===== config.mk =====
export PLATFORM = sky130hd
export DESIGN_NAME = xor_begin_perm_ctrl
export DESIGN_NICKNAME = d
export VERILOG_FILES = /design/src/rtl/xor_begin_perm_ctrl.sv
export SDC_FILE = /design/constraint.sdc
export NUM_CORES = 1
export LEC_CHECK = 0
export BUFFER_PORTS_ARGS = -buffer_cell sky130_fd_sc_hd__buf_2
export CAP_MARGIN = 30
export CORE_AREA = 3 3 353 355
export CTS_BUF_LIST = sky130_fd_sc_hd__clkbuf_8
export DETAILED_ROUTE_END_ITERATION = 10
export DIE_AREA = 0 0 356 358
export SLEW_MARGIN = 20
export SYNTH_ARGS = -nofsm -noshare
export SYNTH_HDL_FRONTEND = slang
export SYNTH_SLANG_ARGS = --single-unit
export TNS_END_PERCENT = 1

===== constraint.sdc =====
create_clock -name clock_i -period 1.6 [get_ports clock_i]
set_input_delay 0.08 -clock clock_i [delete_from_list [all_inputs] [get_ports clock_i]]
set_output_delay 0.08 -clock clock_i [all_outputs]
set_load 0.02 [all_outputs]

===== src/rtl/xor_begin_perm_ctrl.sv =====
// -----------------------------------------------------------------------------
// xor_begin_perm_ctrl
//
// Begin-of-permutation injection stage for the ASCON-128 datapath. It accepts
// the state coming back from the permutation, waits for the next 64-bit data
// block and applies the phase-dependent XORs before handing the state back:
//   mode 00 (init)          : state passes through unchanged, no data consumed
//   mode 01 (assoc. data)   : x0 ^= data
//   mode 10 (plaintext)     : x0 ^= data, ciphertext = new x0 is emitted
//   mode 11 (finalization)  : x0 ^= data, {x1,x2} ^= key, ciphertext emitted
//
// State word packing (320 bits): x0 = [319:256], x1 = [255:192],
// x2 = [191:128], x3 = [127:64], x4 = [63:0].
//
// Ports
//   clock_i, reset_i      rising-edge clock, synchronous active-high reset
//   mode_i                phase, sampled together with state_i
//   state_i/_valid_i      incoming state, state_ready_o back-pressure
//   data_i/_valid_i       data block, data_ready_o back-pressure
//   key_i                 128-bit key, used at the data handshake in mode 11
//   state_o/_valid_o      updated state, state_ready_i back-pressure
//   cipher_o/_valid_o     ciphertext block with one-cycle strobe
//   block_cnt_o           data blocks absorbed since reset, wraps at 256
//                         (present only when XOR_BEGIN_BLOCK_CNT_EN is defined)
// -----------------------------------------------------------------------------
module xor_begin_perm_ctrl (
  input  logic         clock_i,
  input  logic         reset_i,
  input  logic [1:0]   mode_i,
  input  logic [319:0] state_i,
  input  logic         state_valid_i,
  output logic         state_ready_o,
  input  logic [63:0]  data_i,
  input  logic         data_valid_i,
  output logic         data_ready_o,
  input  logic [127:0] key_i,
  output logic [319:0] state_o,
  output logic         state_valid_o,
  input  logic         state_ready_i,
  output logic [63:0]  cipher_o,
  output logic         cipher_valid_o
`ifdef XOR_BEGIN_BLOCK_CNT_EN
  ,
  output logic [7:0]   block_cnt_o
`endif
);

  typedef enum logic [1:0] {
    IDLE      = 2'd0,
    WAIT_DATA = 2'd1,
    OUT       = 2'd2
  } fsm_t;

  fsm_t       fsm;
  logic [1:0] mode_q;

  // Phase-dependent injection into the captured state.
  function automatic logic [319:0] inject(input logic [319:0] st,
                                          input logic [63:0]  d,
                                          input logic [127:0] k,
                                          input logic [1:0]   m);
    logic [319:0] r;
    r = st;
    r[319:256] = st[319:256] ^ d;
    if (m == 2'b11) begin
      r[255:128] = st[255:128] ^ k;
    end
    return r;
  endfunction

  // All outputs are registers, so ready signals never depend on inputs
  // combinationally.
  always_ff @(posedge clock_i) begin
    if (reset_i) begin
      fsm            <= IDLE;
      mode_q         <= 2'b00;
      state_ready_o  <= 1'b1;
      data_ready_o   <= 1'b0;
      state_valid_o  <= 1'b0;
      cipher_valid_o <= 1'b0;
      state_o        <= '0;
      cipher_o       <= '0;
`ifdef XOR_BEGIN_BLOCK_CNT_EN
      block_cnt_o    <= 8'd0;
`endif
    end else begin
      // The cipher strobe is a single cycle even when OUT stalls.
      cipher_valid_o <= 1'b0;
      case (fsm)
        IDLE: begin
          if (state_valid_i) begin
            state_o       <= state_i;
            mode_q        <= mode_i;
            state_ready_o <= 1'b0;
            if (mode_i == 2'b00) begin
              fsm           <= OUT;
              state_valid_o <= 1'b1;
            end else begin
              fsm          <= WAIT_DATA;
              data_ready_o <= 1'b1;
            end
          end
        end
        WAIT_DATA: begin
          if (data_valid_i) begin
            state_o       <= inject(state_o, data_i, key_i, mode_q);
            data_ready_o  <= 1'b0;
            state_valid_o <= 1'b1;
            fsm           <= OUT;
            if (mode_q[1]) begin
              cipher_o       <= state_o[319:256] ^ data_i;
              cipher_valid_o <= 1'b1;
            end
`ifdef XOR_BEGIN_BLOCK_CNT_EN
            block_cnt_o <= block_cnt_o + 8'd1;
`endif
          end
        end
        OUT: begin
          if (state_ready_i) begin
            state_valid_o <= 1'b0;
            state_ready_o <= 1'b1;
            fsm           <= IDLE;
          end
        end
        default: begin
          fsm           <= IDLE;
          state_ready_o <= 1'b1;
          data_ready_o  <= 1'b0;
          state_valid_o <= 1'b0;
        end
      endcase
    end
  end

endmodule


# Word-level counts from Yosys, hierarchy flattened
# Index checks and enable logic that the tools add are counted.
[word_totals] reg_bits=392 output_inout_bits=388 wordCells=59
[classes] n_eq_ne=9 mux=22 bitwise=5 reduce_logical=13
[op_table] cell="2-to-1 mux 320 bit" n=2
[op_table] cell="one-hot mux 320 bit (2 select lines)" n=1
[op_table] cell="2-to-1 mux 128 bit" n=1
[op_table] cell="bitwise XOR 128 bit" n=1
[op_table] cell="bitwise XOR 64 bit" n=1
[op_table] cell="AND reduction 3 bit" n=5
[op_table] cell="inequality test 2 bit (second input constant)" n=6
[op_table] cell="AND reduction 4 bit" n=3
[op_table] cell="2-to-1 mux 1 bit" n=10
[op_table] cell="one-hot mux 1 bit (3 select lines)" n=3
[op_table] cell="2-to-1 mux 2 bit" n=4
[op_table] cell="one-hot mux 2 bit (3 select lines)" n=1
[op_table] cell="equality test 2 bit (second input constant)" n=2
[op_table] cell="zero test 2 bit" n=2
[op_table] cell="NOT 1 bit" n=3
[op_table] cell="OR reduction 3 bit" n=1
[op_table] cell="equality test 2 x 1 -> 1 bit (second input constant)" n=1
[op_table] cell="AND reduction 2 bit" n=1
[op_table] cell="nonzero test 2 bit" n=1

# Depth between registers and ports, before layout
# Gate-level depths: netlist (run 1).
[depth] depth_word=4 depth_mapped=7 ltp_nobuf=3

# Worst setup path after synthesis (run 1)
# No wires, ideal clock.
[synth_path] kind="register to register" start="reg fsm[0]" end="reg state_o[246]" setup_ns=0.133 t_arrival_ns=1.352 t_required_ns=1.467 setup_slack_ns=0.116 path_stages_with_launch=8 period_less_slack_ns=1.484 path_cell_list="dfxtp_1 -> buf_6 -> nand2b_1 -> buf_2 -> buf_2 -> clkbuf_1 -> a221oi_1 -> o32ai_1"
[synth_between] elab_chain_len=3 word_cells_on_any_way=8 cone_classes="eq/ne (4); mux (1); reduce/logical (3)"
[synth_rtl] element="from (decl)" line_no="54" text="fsm_t fsm;"
[synth_rtl] element="from (signal assigned)" line_no="75" text="fsm <= IDLE;"
[synth_rtl] element="from (signal assigned)" line_no="96" text="fsm <= OUT;"
[synth_rtl] element="from (signal assigned)" line_no="99" text="fsm <= WAIT_DATA;"
[synth_rtl] element="equality test 2 x 1 -> 1 bit / zero test 2 bit (equally long branches)" line_no="89" text="case (fsm)"
[synth_rtl] element="inequality test 2 bit (no source line) / nonzero test 2 bit (equally long branches)"
[synth_rtl] element="AND reduction 4 bit (no source line)"
[synth_rtl] element="to (signal assigned)" line_no="92" text="state_o <= state_i;"
[synth_rtl] element="to (signal assigned)" line_no="106" text="state_o <= inject(state_o, data_i, key_i, mode_q);"
[synth_rtl] element="to (decl)" line_no="37" text="output logic [319:0] state_o,"
# Several ways; a longest one is shown, not always the timed one.
# A chain may end at the register's enable or synchronous reset.

# Worst setup path in the final report (run 1)
[layout_path] start="reg fsm[0]" end="reg state_o[199]"
# The elaborated chain is that of the path after synthesis.

==> results.yml, run 1 <==
setup_path:
  endpoint_kind: "register"
  worst-r2r-setup-slack_ns: -0.11
  start_kind: "register"
  critPathRequiredTime_ns: 2.19
  path_class: "register to register"
  cp_max_fo: 18
  crit_buf_inv: 3
  crit_start: "fsm[0]"
  arrival_ns: 2.30
  critical-path-top-delay-family: "buffers and inverters"
  crit_top_cell: "buf_12"
  r2r_start: "fsm[0]"
  r2r_cells: 6
  slowest_delay_ns: 0.43
  worstPathCellList: "buf_12 > buf_12 > buf_16 > nor4bb_2 > a21oi_1 > o32ai_1"
  r2r_end: "state_o[199]"
  slowest_stage: "dfxtp_4"
sta:
  fin_crit_sh_pct: 107
  setup-violations-final: 93
  fmax_ghz: 0.585
  hold_violations: 0
  min_period_ns: 1.71
  max-slew-margin-rel_pct: 70.1
  tightestPinTransition_ns: 0.449
  setup_ws_ns: -0.109
  rsz0062_at_grt: "yes"
  drv_slew: 0
  skew_ns: 0.0360
  hold_ws_ns: 0.175
job:
  maxCapViolCount: 0
pwr:
  leakagePower_nw: 14.8
  irDropWorstVdd_v: 0.000578
  power_density_nw_per_um2: 963
floorplanning:
  initial_core_util_pct: 16.2
  fp.dieH_um: 358
  die-area_sq_um: 127000
  core_area_sq_um: 122000
  ioPinCount: 907
  rows: 128
  fp.dieW_um: 356
outcome:
  status: "complete, but fails checks"
  violations: "setup timing"
clock_network:
  clock_path_buffers: 3
  cts_tree: "done"
  clock_sinks: 392
  clk_latency_ns: 0.70
  cts_root_buf: "clkbuf_8"
  clk_pin_slew_ns: 0.07
  cts_buffers: 79
  ctsHtreeMaxLevel: 3
worst_hold_path:
  hp-start: "state_i[66]"
  hold_path_class: "primary input to register"
  worstHoldEndpoint: "state_o[66]"
  whs_path_depth: 4
global_route:
  grt_usage_pct: 15.4
  grt_pass1_wl_mm: 153
  grt_max_degree: 85
  grt-ovfl-total: 0
  grt_pass1_vias: 25200
  antenna_found_initial: 8
final_layout:
  final_area_sq_um: 34800
  nets: 4316
  drive_above_1_share_pct: 34.0
  area.sequential_sq_um: 7860
  area_delta_synth_final_pct: 76.3
  utilization_pct: 28.6
  multiInputGateArea_sq_um: 11000
  fill_cells: 12700
logic_synthesis:
  async_reset_ff_share_pct: 0
  ys_warn_count: 0
  yosys.area.top_type_share_pct: 39.7
  synth-edff-count: 0
  yosysTopAreaCell: "dfxtp_1"
  synth_area_per_cell_sq_um: 8.13
  ys_seq_area_share_pct: 39.7
  synth_cell_types: 32
  ys_top_cells_by_count: "nand2_1 (456), dfxtp_1 (392), a21oi_1 (325)"
  synth-seq-cells: 392
  yosysMostFrequentCell: "nand2_1"
  synthFlopType: "dfxtp_1"
  netlist_instances: 2430
  synth_area_leaders: "dfxtp_1 (40%), nor4bb_1 (9.7%), nand2_1 (8.7%), o32ai_1 (8.5%), a21oi_1 (8.2%)"
  syn_area_sq_um: 19800
  synth_fp_nets: 2949
placed_design:
  port-buffer-count: 906
  placed_area_sq_um: 26700
  pre_cts_ws_ns: -0.0490
  dp_hpwl_mm: 72.8
  gp_congestion: 0.816
detailed_routing:
  vias: 25300
  drt-vias-per-instance: 4.62
  ant_nets: 0
  drt_iter0_markers: 1931
  wl_mm: 109
  wire_per_inst_um: 19.8
  drt_first_pass_iters: 7
  drc: 0
[cells by family after synthesis]
group	count (synthesis)	synth area share, %
XOR/XNOR	64	2.84
AO/OA/AOI/OAI	783	27.6
AND/OR/NAND/NOR	723	20.0
multiplexers	1	0.0506
flip-flops	392	39.7
buffers and inverters	467	9.79
[through the flow]
step	TNS, ns	cells	total power, mW
6_report	-1.94	5483	33.5
5_1_grt	-16.18	5477	35.2
4_1_cts	-1.27	5460	33.2
3_5_place_dp	-0.266	4807	20.7
3_3_place_gp	-0.0850	4807	20.6
2_1_floorplan	0	2430	16.8
[placed cells by master (no fill, tap or decap), types with 2 or more instances in the layout]
master           n
buf_12          50
clkinvlp_4       4
a221oi_1       109
a21oi_1        321
o32ai_1        154
clkinv_2         7
clkbuf_8        91
a21oi_2          4
nor4bb_2        44
buf_4           67
dlygate4sd3_1  518
bufinv_16        5
o32ai_2         38
inv_1          215
o21ai_0          4
buf_2          904
nand2_2          8
a211oi_1       109
nand2_1        448
nor4bb_4        11
dfxtp_4          2
inv_12           2
nor2_1          65
buf_16           4
dfxtp_1        390
a211oi_2        20
xnor2_1         64
clkbuf_16        5
buf_8            2
a221oi_2        19
nor4bb_1       137
nand2b_4         2
inv_6            3
diode_2          8
buf_6            8
[final cells by class]
type,instances,share of cell area [%]
repair buffers,1559,33.2
multi-input cells,1571,31.6
flip-flops and latches,392,22.5
well taps,1625,5.83
clock buffers,91,3.59
inverters,194,2.10
clock inverters,43,1.04
diodes,8,0.0574
[how the worst max path moves through the flow]
stage	end	depth (start not counted)
6_report	state_o[199]	6
5_1_grt	state_o[199]	6
4_1_cts	state_o[254]	5
3_5_place_dp	state_o[219]	6
3_3_place_gp	state_o[290]	5
2_1_floorplan	state_o[246]	7
[sequential cells by signal, indices dropped and copies added (netlist names)]
register and count:
data_ready_o 1, state_ready_o 1, state_o 320, cipher_o 64, state_valid_o 1, mode_q 2, fsm 2, cipher_valid_o 1
[power by group]
| group | internal [mW] | total, mW | switching, mW |
|---|---|---|---|
| registers | 10.7 | 11.5 | 0.803 |
| logic | 4.79 | 11.0 | 6.20 |
| clock network | 6.03 | 11.1 | 5.05 |
[metal layers]
metal / vias up / GRT usage, % / routed length (um)
met5: - / 0 / 11
met4: 2 / 10.1 / 6930
met1: 12000 / 17.7 / 41400
li1: 11700 / - / -
met3: 326 / 4.08 / 8770
met2: 1267 / 25.4 / 51600
[tightest hold or removal path: cells and delay by family]
kind | cells | cell delay (ns)
buffers and inverters | 2 | 0.64
AOI/OAI and AO/OA | 1 | 0.05
and+or+nand+nor | 1 | 0.05
[timing repair]
action,in CTS,in global routing
buffers inserted,1,11
pin swaps,4,14
setup endpoints to repair,91,277
gates cloned,0,5
hold endpoints to repair,391,0
resized for setup,29,143
hold buffers,518,0
No activity file was read; power rests on OpenSTA's default activity.
==> inputs of run 2 (changes only) <==
BUFFER_PORTS_ARGS = -buffer_cell sky130_fd_sc_hd__clkbuf_2   (was -buffer_cell sky130_fd_sc_hd__buf_2)
CORE_AREA = 2 2 352 354   (was 3 3 353 355)
DIE_AREA = 0 0 354 356   (was 0 0 356 358)
==> run 2 against run 1 <==
Net effect: the run still ends with setup timing left; setup slack worse by 0.10 ns; flip-flop and latch count unchanged; core utilization up 0.83 points; first-iteration DRC count decreased by 1.0%; maximum frequency down 5.6%; total power grew 1.2%; global-route usage increased by 0.36 points; clock-buffer cell count increased by 3; wire length grew 3.3%; critical path type unchanged; critical endpoint is now state_o[226]; largest power group is now combinational cells.
==> results.yml, run 2 (same netlist as run 1, synthesis figures left out) <==
outcome:
  status: "complete, but fails checks"
  violations: "setup timing"
final_layout:
  drive_above_1_share_pct: 35.2
  area.sequential_sq_um: 7860
  utilization_pct: 29.5
  multiInputGateArea_sq_um: 11400
  regMostFlops: "state_o"
  final_cell_mix: "clkbuf_2 (876), dlygate4sd3_1 (580), nand2_1 (454), dfxtp_1 (384), a21oi_1 (309)"
  fill_cells: 12700
  final_area_sq_um: 36100
  area_delta_synth_final_pct: 82.8
  reg_top3: "state_o: 320 flops, cipher_o: 64 flops"
  layout_commonest_cell: "clkbuf_2"
  nets: 4388
  largest_register_ffs: 320
setup_path:
  worst-r2r-setup-slack_ns: -0.21
  start_kind: "register"
  endpoint_kind: "register"
  arrival_ns: 2.41
  r2r_end: "state_o[226]"
  critPathRequiredTime_ns: 2.20
  r2r_start: "fsm[0]"
  path_class: "register to register"
  cp_max_fo: 58
  r2r_cells: 5
clock_network:
  clk_latency_ns: 0.74
  ctsHtreeMaxLevel: 3
  clk_pin_slew_ns: 0.06
  clock_path_buffers: 3
  cts_root_buf: "clkbuf_8"
  cts_buffers: 78
  cts_tree: "done"
  clock_sinks: 392
pwr:
  p_sw_share_pct: 36.8
  p_clk_share_pct: 31.8
  design_power_total_mw: 34.0
  irDropWorstVdd_v: 0.000541
  p_sw_mw: 12.5
  power_density_nw_per_um2: 940
  p_int_mw: 21.5
  power.share.sequential_pct: 33.9
  leakagePower_nw: 15.1
  pwr-share-comb_pct: 34.2
placed_design:
  dp_hpwl_mm: 73.1
  gp_congestion: 0.836
  port-buffer-count: 906
  placed_area_sq_um: 26800
worst_hold_path:
  whs_path_depth: 4
  worstHoldEndpoint: "state_o[101]"
  hp-start: "state_i[101]"
  hold_path_class: "primary input to register"
floorplanning:
  initial_core_util_pct: 16.1
  fp.dieW_um: 354
  rows: 129
  fp.dieH_um: 356
  core_area_sq_um: 123000
  die-area_sq_um: 126000
  ioPinCount: 907
sta:
  drv_slew: 0
  setup-violations-final: 104
  fmax_ghz: 0.552
  setup_ws_ns: -0.211
  fin_crit_sh_pct: 113
  rsz0062_at_grt: "yes"
  min_period_ns: 1.81
  tightestPinTransition_ns: 0.580
  hold_violations: 0
  max-slew-margin-rel_pct: 61.3
  skew_ns: 0.0205
detailed_routing:
  wl_met1_mm: 44.4
  drc: 0
  ant_nets: 0
  route.met3.wl_mm: 8.88
  vias: 26000
  wl_met2_mm: 52.8
  wl_mm: 112
  route.top_layer_used: "met5"
  drt_first_pass_iters: 6
  wire_per_inst_um: 20.2
  drt-vias-per-instance: 4.67
  drt_iter0_markers: 1911
global_route:
  antenna_found_initial: 13
  grt_max_degree: 110
  grt-ovfl-total: 0
  grt_pass1_vias: 25300
  grt_pass1_wl_mm: 154
  grt_usage_pct: 15.8
job:
  maxCapViolCount: 0
==> run 2: cell count changes in the layout (fill, tap and decap cells not counted), sizes merged <==
cell and delta:
a21o +2, buf -896, bufinv -3, clkbuf +908
clkinv +1, clkinvlp -3, diode -5, dlygate4sd3 +62
inv +5
==> run 2: final cells by class <==
cell class                 count  share of cell area [%]
clock buffer                  94                    3.58
timing repair buffer        1630                    34.5
sequential                   392                    21.8
multi-input combinational   1573                    31.6
tap                         1637                    5.67
antenna                        3                  0.0208
clock inverter                43                   0.769
inverter                     194                    2.04
==> run 2: power groups by stage <==
stage	registers, mW	logic (mW)	clock network (mW)
final	11.5	11.6	10.8
after global routing	11.6	12.4	11.5
after CTS	11.5	10.5	11.2
after detailed placement	11.6	9.12	0
after global placement	11.6	9.03	0
after floorplan	12.6	4.20	0
==> run 2: through the flow <==
stage | TNS, ns | cells | setup WS [ns] | hold WS [ns]
3_3_place_gp | -1.06 | 4828 | -0.0806 | 0.306
2_1_floorplan | 0 | 2430 | 0.116 | 0.216
4_1_cts | -5.89 | 5546 | -0.0861 | 0.000636
3_5_place_dp | -2.86 | 4828 | -0.104 | 0.309
5_1_grt | -15.72 | 5565 | -0.193 | 0.0495
6_report | -7.15 | 5566 | -0.211 | 0.135
==> run 2: critical path, stage by stage (launching register included) <==
cell      delay (ns)
dfxtp_4         0.43
nand4_1         0.14
buf_6           0.19
buf_12          0.18
a221oi_1        0.42
o32ai_1         0.14
==> run 2: repair_timing <==
item / CTS / global route
endpoints found under the setup margin: 186 / 265
pin swaps: 9 / 13
cloned: 1 / 11
buffers inserted: 0 / 6
hold buffers: 580 / 0
gates resized for setup: 69 / 220
endpoints found under the hold margin: 392 / 0
==> run 2: worst max path at each step <==
stage | start | end | slack (ns)
global route | fsm[0] | state_o[231] | -0.19
detailed placement | fsm[0] | state_o[140] | -0.10
floorplan | fsm[0] | state_o[246] | 0.12
CTS | fsm[1] | state_o[180] | -0.09
global placement | fsm[0] | fsm[1] | -0.08
finish | fsm[0] | state_o[226] | -0.21
==> run 2: routing by layer <==
layer  global-route usage (%)  vias up
li1                         -    11800
met1                     18.4    12500
met2                     25.9     1383
met3                     4.44      301
met4                     9.24       14
met5                        0        -
